`config.mk`:
```
export PLATFORM = sky130hd
export DESIGN_NAME = imm_gen_pipe
export DESIGN_NICKNAME = d
export VERILOG_FILES = /design/src/rtl/imm_pkg.sv /design/src/rtl/imm_decode.sv /design/src/rtl/imm_gen_pipe.sv
export SDC_FILE = /design/constraint.sdc
export NUM_CORES = 1
export LEC_CHECK = 0
export CAP_MARGIN = 20
export CORE_MARGIN = 4
export CORE_UTILIZATION = 40
export DETAILED_ROUTE_END_ITERATION = 7
export GPL_ROUTABILITY_DRIVEN = 1
export PLACE_DENSITY = 0.78
export SYNTH_ARGS = -nofsm -noshare
export SYNTH_HDL_FRONTEND = slang
export SYNTH_SLANG_ARGS = --single-unit
export TNS_END_PERCENT = 50
```
`constraint.sdc`:
```
create_clock -name clk -period 1.7 [get_ports clk]
set_clock_uncertainty 0.15 [all_clocks]
set_input_delay 0.34 -clock clk [delete_from_list [all_inputs] [get_ports clk]]
set_output_delay 0.34 -clock clk [all_outputs]
set_load 0.05 [all_outputs]
```
`src/rtl/imm_pkg.sv`:
```
// rtl/imm_pkg.sv - shared types and constants for the immediate generator
package imm_pkg;

    // Immediate format select; encodings 5..7 are illegal.
    typedef enum logic [2:0] {
        IMM_I = 3'd0,
        IMM_S = 3'd1,
        IMM_B = 3'd2,
        IMM_U = 3'd3,
        IMM_J = 3'd4
    } imm_src_e;

    // Occupancy of the output register plus skid register.
    typedef enum logic [1:0] {
        ST_EMPTY = 2'd0,
        ST_ONE   = 2'd1,
        ST_FULL  = 2'd2
    } skid_state_e;

    localparam logic [31:0] ILL_FILL_DEFAULT = 32'hDEADBEEF;

endpackage

```
`src/rtl/imm_decode.sv`:
```
// rtl/imm_decode.sv - combinational RV32I immediate format select and sign-extend
// Ports:
//   instr    in   32     raw instruction word
//   imm_src  in   3      format select (I/S/B/U/J, others illegal)
//   imm      out  XLEN   sign-extended immediate, or ILL_FILL zero-extended when illegal
//   illegal  out  1      imm_src is not a defined format
module imm_decode
    import imm_pkg::*;
#(
    parameter int          XLEN     = 32,
    parameter logic [31:0] ILL_FILL = ILL_FILL_DEFAULT
) (
    input  logic [31:0]     instr,
    input  logic [2:0]      imm_src,
    output logic [XLEN-1:0] imm,
    output logic            illegal
);

    logic [31:0] raw;

    // Opcode bits never contribute to any immediate.
    logic unused_opcode;
    assign unused_opcode = ^instr[6:0];

    always_comb begin
        raw     = '0;
        illegal = 1'b0;
        case (imm_src_e'(imm_src))
            IMM_I:   raw = {{20{instr[31]}}, instr[31:20]};
            IMM_S:   raw = {{20{instr[31]}}, instr[31:25], instr[11:7]};
            IMM_B:   raw = {{19{instr[31]}}, instr[31], instr[7], instr[30:25], instr[11:8], 1'b0};
            IMM_U:   raw = {instr[31:12], 12'b0};
            IMM_J:   raw = {{11{instr[31]}}, instr[31], instr[19:12], instr[20], instr[30:21], 1'b0};
            default: illegal = 1'b1;
        endcase
        // raw already holds a 32-bit sign-extended value; widen it to XLEN.
        imm = illegal ? XLEN'(ILL_FILL) : XLEN'($signed(raw));
    end

endmodule

```
`src/rtl/imm_gen_pipe.sv`:
```
// rtl/imm_gen_pipe.sv - registered immediate generator with 2-entry skid buffer
// Ports:
//   clk, rst_n          clock, asynchronous active-low reset
//   flush               drop all buffered entries and the current input
//   in_valid/in_ready   input handshake for instr, imm_src, in_tag
//   out_valid/out_ready output handshake for imm, out_illegal, out_tag
//   ill_cnt             saturating count of accepted illegal selects
module imm_gen_pipe
    import imm_pkg::*;
#(
    parameter int          XLEN     = 32,
    parameter int          TAG_W    = 5,
    parameter int          CNT_W    = 8,
    parameter logic [31:0] ILL_FILL = ILL_FILL_DEFAULT
) (
    input  logic             clk,
    input  logic             rst_n,
    input  logic             flush,
    input  logic             in_valid,
    output logic             in_ready,
    input  logic [31:0]      instr,
    input  logic [2:0]       imm_src,
    input  logic [TAG_W-1:0] in_tag,
    output logic             out_valid,
    input  logic             out_ready,
    output logic [XLEN-1:0]  imm,
    output logic             out_illegal,
    output logic [TAG_W-1:0] out_tag,
    output logic [CNT_W-1:0] ill_cnt
);

    skid_state_e state, state_nxt;

    logic [XLEN-1:0]  dec_imm;
    logic             dec_ill;
    logic [XLEN-1:0]  skid_imm;
    logic             skid_ill;
    logic [TAG_W-1:0] skid_tag;

    logic accept;
    logic deliver;
    logic load_out_in;
    logic load_out_skid;
    logic load_skid;

    imm_decode #(
        .XLEN     (XLEN),
        .ILL_FILL (ILL_FILL)
    ) u_decode (
        .instr   (instr),
        .imm_src (imm_src),
        .imm     (dec_imm),
        .illegal (dec_ill)
    );

    // Both handshake outputs decode the state register only, so out_ready
    // never reaches in_ready combinationally.
    assign in_ready  = (state != ST_FULL);
    assign out_valid = (state != ST_EMPTY);

    assign accept  = in_valid & in_ready & ~flush;
    assign deliver = out_valid & out_ready;

    always_ff @(posedge clk or negedge rst_n) begin
        if (!rst_n) begin
            state <= ST_EMPTY;
        end else begin
            state <= state_nxt;
        end
    end

    always_comb begin
        state_nxt     = state;
        load_out_in   = 1'b0;
        load_out_skid = 1'b0;
        load_skid     = 1'b0;
        if (flush) begin
            state_nxt = ST_EMPTY;
        end else begin
            unique case (state)
                ST_EMPTY: begin
                    if (accept) begin
                        state_nxt   = ST_ONE;
                        load_out_in = 1'b1;
                    end
                end
                ST_ONE: begin
                    if (accept && deliver) begin
                        load_out_in = 1'b1;
                    end else if (accept) begin
                        state_nxt = ST_FULL;
                        load_skid = 1'b1;
                    end else if (deliver) begin
                        state_nxt = ST_EMPTY;
                    end
                end
                ST_FULL: begin
                    if (deliver) begin
                        state_nxt     = ST_ONE;
                        load_out_skid = 1'b1;
                    end
                end
                default: state_nxt = ST_EMPTY;
            endcase
        end
    end

    always_ff @(posedge clk or negedge rst_n) begin
        if (!rst_n) begin
            imm         <= '0;
            out_illegal <= 1'b0;
            out_tag     <= '0;
        end else if (load_out_in) begin
            imm         <= dec_imm;
            out_illegal <= dec_ill;
            out_tag     <= in_tag;
        end else if (load_out_skid) begin
            imm         <= skid_imm;
            out_illegal <= skid_ill;
            out_tag     <= skid_tag;
        end
    end

    always_ff @(posedge clk or negedge rst_n) begin
        if (!rst_n) begin
            skid_imm <= '0;
            skid_ill <= 1'b0;
            skid_tag <= '0;
        end else if (load_skid) begin
            skid_imm <= dec_imm;
            skid_ill <= dec_ill;
            skid_tag <= in_tag;
        end
    end

    always_ff @(posedge clk or negedge rst_n) begin
        if (!rst_n) begin
            ill_cnt <= '0;
        end else if (accept && dec_ill && (ill_cnt != {CNT_W{1'b1}})) begin
            ill_cnt <= ill_cnt + CNT_W'(1);
        end
    end

endmodule
```
[Word-level counts from Yosys, hierarchy flattened]
Index checks and enable logic that the tools add are counted.
Storage, ports and cells
  word-level logic and storage cells: 60
  input bits: 45
  output and inout bits: 48
  bits in registers: 86
Operators by class
  reduce and logical (&&, ||, !) cells: 9
  add/subtract/negate cells: 1
  multiplexer cells: 26
  equality and inequality tests: 12
  bitwise gates (word level): 4
Operator list (count)
  32-bit one-hot mux with 5 select lines: 1
  32-bit 2-to-1 mux: 3
  1-bit 2-to-1 mux: 12
  2-bit 2-to-1 mux: 6
  5-bit 2-to-1 mux: 2
  3-bit != test (second input constant): 3
  8-bit by 1-bit adder with 8-bit output (second input constant): 1
  8-bit != test (second input constant): 1
  3-bit by 2-bit equality test with 1-bit output (second input constant): 2
  2-bit one-hot mux with 3 select lines: 1
  5-bit OR reduction: 1
  4-bit != test (second input constant): 1
  4-bit AND reduction: 1
  2-bit nonzero test: 2
  1-bit bitwise AND: 3
  3-bit by 1-bit equality test with 1-bit output (second input constant): 1
  3-bit equality test (second input constant): 1
  1-bit logical AND: 3
  3-bit zero test: 1
  2-bit by 1-bit equality test with 1-bit output (second input constant): 1
  2-bit equality test (second input constant): 1
  2-bit zero test: 1
  2-bit != test (second input constant): 1
  1-bit one-hot mux with 2 select lines: 1
  1-bit inverter: 1

[Logic depth before layout (Yosys ltp)]
  word-level depth: 8
  mapped depth: 7
  depth with buffers taken out: 5

[By module]
A second synthesis with hierarchy kept.
Second synthesis, totals
  cell total of the unflattened synthesis: 373
  area, all modules: 4227.8 um^2
By module, submodules not included
  imm_gen_pipe: cells an instance 264, instances 1, sequential area each 2152.1 um^2, area an instance 3621.0 um^2
  imm_decode: cells an instance 109, instances 1, sequential area each 0.0 um^2, area an instance 606.8 um^2

[Worst setup path before layout]
No wires, ideal clock.
  path kind: reg2reg
  start point: register ill_cnt[0]
  end point: register ill_cnt[1]
  arrival: 1.748 ns
  buffers on the path: 0
  library setup time: 0.125 ns
  period minus slack after synthesis: 2.023 ns
  required time: 1.425 ns
  path slack: -0.323 ns
  stages on the path, launching flop included: 5
  path through: dfrtp_1 ha_1 nand3_1 o2111ai_2 mux2_2
Between the ends
  word-level cells in the longest chain between the ends: 2
  elaborated cells on any way between the ends: 3
  those cells by class: 1 x add/sub; 1 x eq/ne; 1 x reduce/logical
Ends and longest elaborated chain
  start: declaration: RTL line imm_gen_pipe.sv:29  | output logic [CNT_W-1:0] ill_cnt
  start signal: assignment: RTL line imm_gen_pipe.sv:140  | ill_cnt <= ill_cnt + CNT_W'(1);
  branches (longest 2 deep; another with 8-bit by 1-bit adder with 8-bit output)
Parallel ways; which one is timed is not known.
A chain may end at the register's enable or synchronous reset.

[Final worst setup path]
  start point: register state[1]
  end point: output port out_valid
Between the ends
  word-level cells in the longest chain between the ends: 1
Ends and longest elaborated chain
  start: declaration: RTL line imm_gen_pipe.sv:32  | skid_state_e state, state_nxt;
  start signal: assignment: RTL line imm_gen_pipe.sv:68  | state <= state_nxt;
  2-bit nonzero test: RTL line imm_gen_pipe.sv:59  | assign out_valid = (state != ST_EMPTY);
  end: declaration: RTL line imm_gen_pipe.sv:24  | output logic out_valid,
Every way passes these cells.

==> reports/metrics.csv <==
metric;value;unit
layout cells sized above 1;35.4;%
Initial Util;41.0;%
die width;111;um
DP HPWL;8.72;mm
Reg power frac;38.8;%
syn nets;469;
ANT nets after route;0;
number of global-route vias before repair;4079;
status;complete, but fails checks;
largest net degree at the start of global routing;37;
Sink Count;86;
combinational share of power;40.5;%
Total Wirelength;13.5;mm
syn avg cell area;10.0;sq um
Die Y;111;um
worst skew pair latency;360;ps
ys async rst share;100;%
reg2reg path depth;6;
buffer depth of the longest clock path;2;
htree depth;3;
area of the core;0.0103;sq mm
Achievable Freq;559;MHz
final setup vio count;43;
Peak VDD IR;0.787;mV
Congestion Overflow GR;0;
initial drt markers;240;
sw frac;35.3;%
R2R setup slack;-60;ps
number of remaining DRC errors;0;
Rows;37;
ANT cells;0;
post-route cell area;0.00679;sq mm
Post-synth EDFFs;0;
GPL Wtd Cong;0.857;
fin crit period;1790;ps
Hold Path Class;primary input to asynchronous set/reset pin;
Final Max Slew Viols;0;
failing checks;setup timing;
Distinct cells, synth;47;
worst r2r dst;imm[6];
CP Data Required Time;1210;ps
crit path DAT;1300;ps
setup ws final;-90.5;ps
RR Startpoint;state[1];
LEAKAGE;2.91;nW
Placed Area;0.00605;sq mm
Gate Count Post-Synth;423;
cell class contributing the biggest share of worst-path delay;flip-flops;
Buf+Inv Stages, Crit Path;2;
Synth Flop Type;dfrtp_1;
CTS root buf;clkbuf_8;
worst-path cell chain;buf_6 > or2_4 > buf_8;
Final #Nets;594;
Hold Fails Final Rpt;0;
final worst-path cycle share;105;%
RSZ-0062 raised after global routing;true;
port bufs;85;
sequential fraction of the synthesis area;50.9;%
Num CTS Buffers;9;
Slew HR;73.8;%
clock network power share;20.7;%
Vias/cell;5.68;
Tot Pwr;7.68;mW
critical path endpoint category;primary output;
Seq cells post-synth;86;
Cell Pwr Density;1130;mW/mm^2
gr usage total;20.9;%
Routed WL per cell;19.6;um
slowest CP cell;dfrtp_1;
I/O pin cnt;93;
drt pass-1 iters;5;
Crit path largest cell delay;420;ps
die area;0.0123;sq mm
Post-Syn Area;0.00423;sq mm
initial antenna violation count;0;
CP Launch Type;register;
maxcap violations;0;
Crit Path Class;register to primary output;
clk slew on worst S/H paths;80;ps
total net switching power;2.71;mW
CTS tree;yes;
first-pass GRT wire length;20.9;mm
Worst Tran Pin Value;391;ps
crit-path max FO;4;
internal power;4.97;mW
Layout area overhead;60.5;%
routed vias;3915;
DP Worst Slack;-621;ps
YS warnings;0;
routing by layer:
layer / share of wire [%] / GRT usage [%] / vias up
met4: 1.7 / 6.81 / 0
met1: 41 / 26.4 / 1974
met2: 52 / 35.8 / 157
met5: 0 / 0 / -
li1: - / - / 1761
met3: 5.2 / 4.48 / 23
final cells by class:
type | count | area, sq um
Timing Repair Buffer | 148 | 2070
Clock buffer | 13 | 149
Multi-Input combinational cell | 295 | 2140
Sequential cell | 86 | 2160
Inverter | 8 | 30.0
Fill cell | 739 | 3530
Tap cell | 136 | 170
Clock inverter | 3 | 67.6
cell usage after synthesis (all sizes together), types with 2 or more instances:
master	instances	area, sq um
o22a	3	26.3
o21ai	25	125
or3	2	12.5
a221o	11	110
nand3	4	20.0
nand2b	10	62.6
mux2	8	90.1
inv	8	30.0
or2	2	12.5
and2b	9	67.6
o31ai	6	45.0
buf	21	134
a31oi	6	37.5
a211oi	22	165
o21a	2	15.0
a21o	10	75.1
mux2i	3	30.0
nand2	40	150
nor3b	5	37.5
and2	6	37.5
nor3	4	20.0
a311oi	6	52.6
a21oi	46	230
nand3b	3	22.5
clkbuf	13	48.8
nor2b	18	113
dfrtp	86	2150
a22o	5	43.8
nor2	21	96.3
xor2	6	52.6
power groups by stage:
stage / Clock (mW) / Combinational, mW / Sequential, mW
6_report: 1.59 / 3.11 / 2.98
3_3_place_gp: 0 / 2.87 / 2.95
2_1_floorplan: 0 / 0.761 / 3.59
5_1_grt: 1.72 / 3.29 / 3.04
4_1_cts: 1.61 / 3.00 / 2.95
3_5_place_dp: 0 / 2.94 / 2.98
registers in the layout (all words and copies together), names as in the netlist:
name	cells
imm	32
skid_imm	32
ill_cnt	8
out_tag	5
skid_tag	5
state	2
out_illegal	1
skid_ill	1
how the worst max path moves through the flow:
| stage | endpoint | slack, ps | cells past startpoint | start |
|---|---|---|---|---|
| 2_1_floorplan | skid_imm[16] | -90 | 5 | state[1] |
| 4_1_cts | out_valid | -110 | 3 | state[1] |
| 6_report | out_valid | -90 | 3 | state[1] |
| 3_5_place_dp | imm[18] | -620 | 5 | imm_src[2] |
| 5_1_grt | imm[28] | -130 | 5 | state[0] |
| 3_3_place_gp | imm[18] | -530 | 5 | imm_src[2] |
kinds of logic after synthesis:
kind of cell	after synthesis	share of synthesized area, %
AO/OA/AOI/OAI	147	23.0
XOR/XNOR	7	1.45
adder cells (fa/ha/maj)	2	0.532
buffers and inverters	42	5.03
flip-flops	86	50.9
multiplexers	11	2.84
AND/OR/NAND/NOR	128	16.3
per-stage QoR:
stage	cells	hold slack (ps)	TNS, ps	util, %
4_1_cts	684	255	-1850	62.9
2_1_floorplan	423	-106	-696	-
3_3_place_gp	658	95.5	-34720	58.6
3_5_place_dp	658	97.8	-39570	58.6
6_report	689	255	-1330	65.8
5_1_grt	689	217	-3950	65.8
worst register-to-register path: stages, from the launching register on:
cell      delay [ps]
dfrtp_1          420
or3b_4           430
nor2_4           170
buf_6            180
buf_12           160
a211oi_1          60
a21oi_1          130
placed cells by master (no fill, tap or decap), drive strengths merged, types with 8 or more instances in the layout:
cell type / n
nand2: 40
a21oi: 46
o21ai: 25
nor2b: 18
clkdlybuf4s50: 31
buf: 108
a211oi: 22
nor2: 21
nand2b: 10
and2b: 9
clkbuf: 15
inv: 8
a221o: 11
mux2: 8
dfrtp: 86
a21o: 10
timing repair:
| action | in CTS | in global routing |
|---|---|---|
| buffers inserted | 6 | 3 |
| cloned | 3 | 2 |
| endpoints found under the hold margin | 18 | 0 |
| hold buffers | 1 | 0 |
| gates resized for setup | 26 | 53 |
| pin swaps | 1 | 6 |
| endpoints found under the setup margin | 73 | 79 |
No activity file was read; power rests on OpenSTA's default activity.
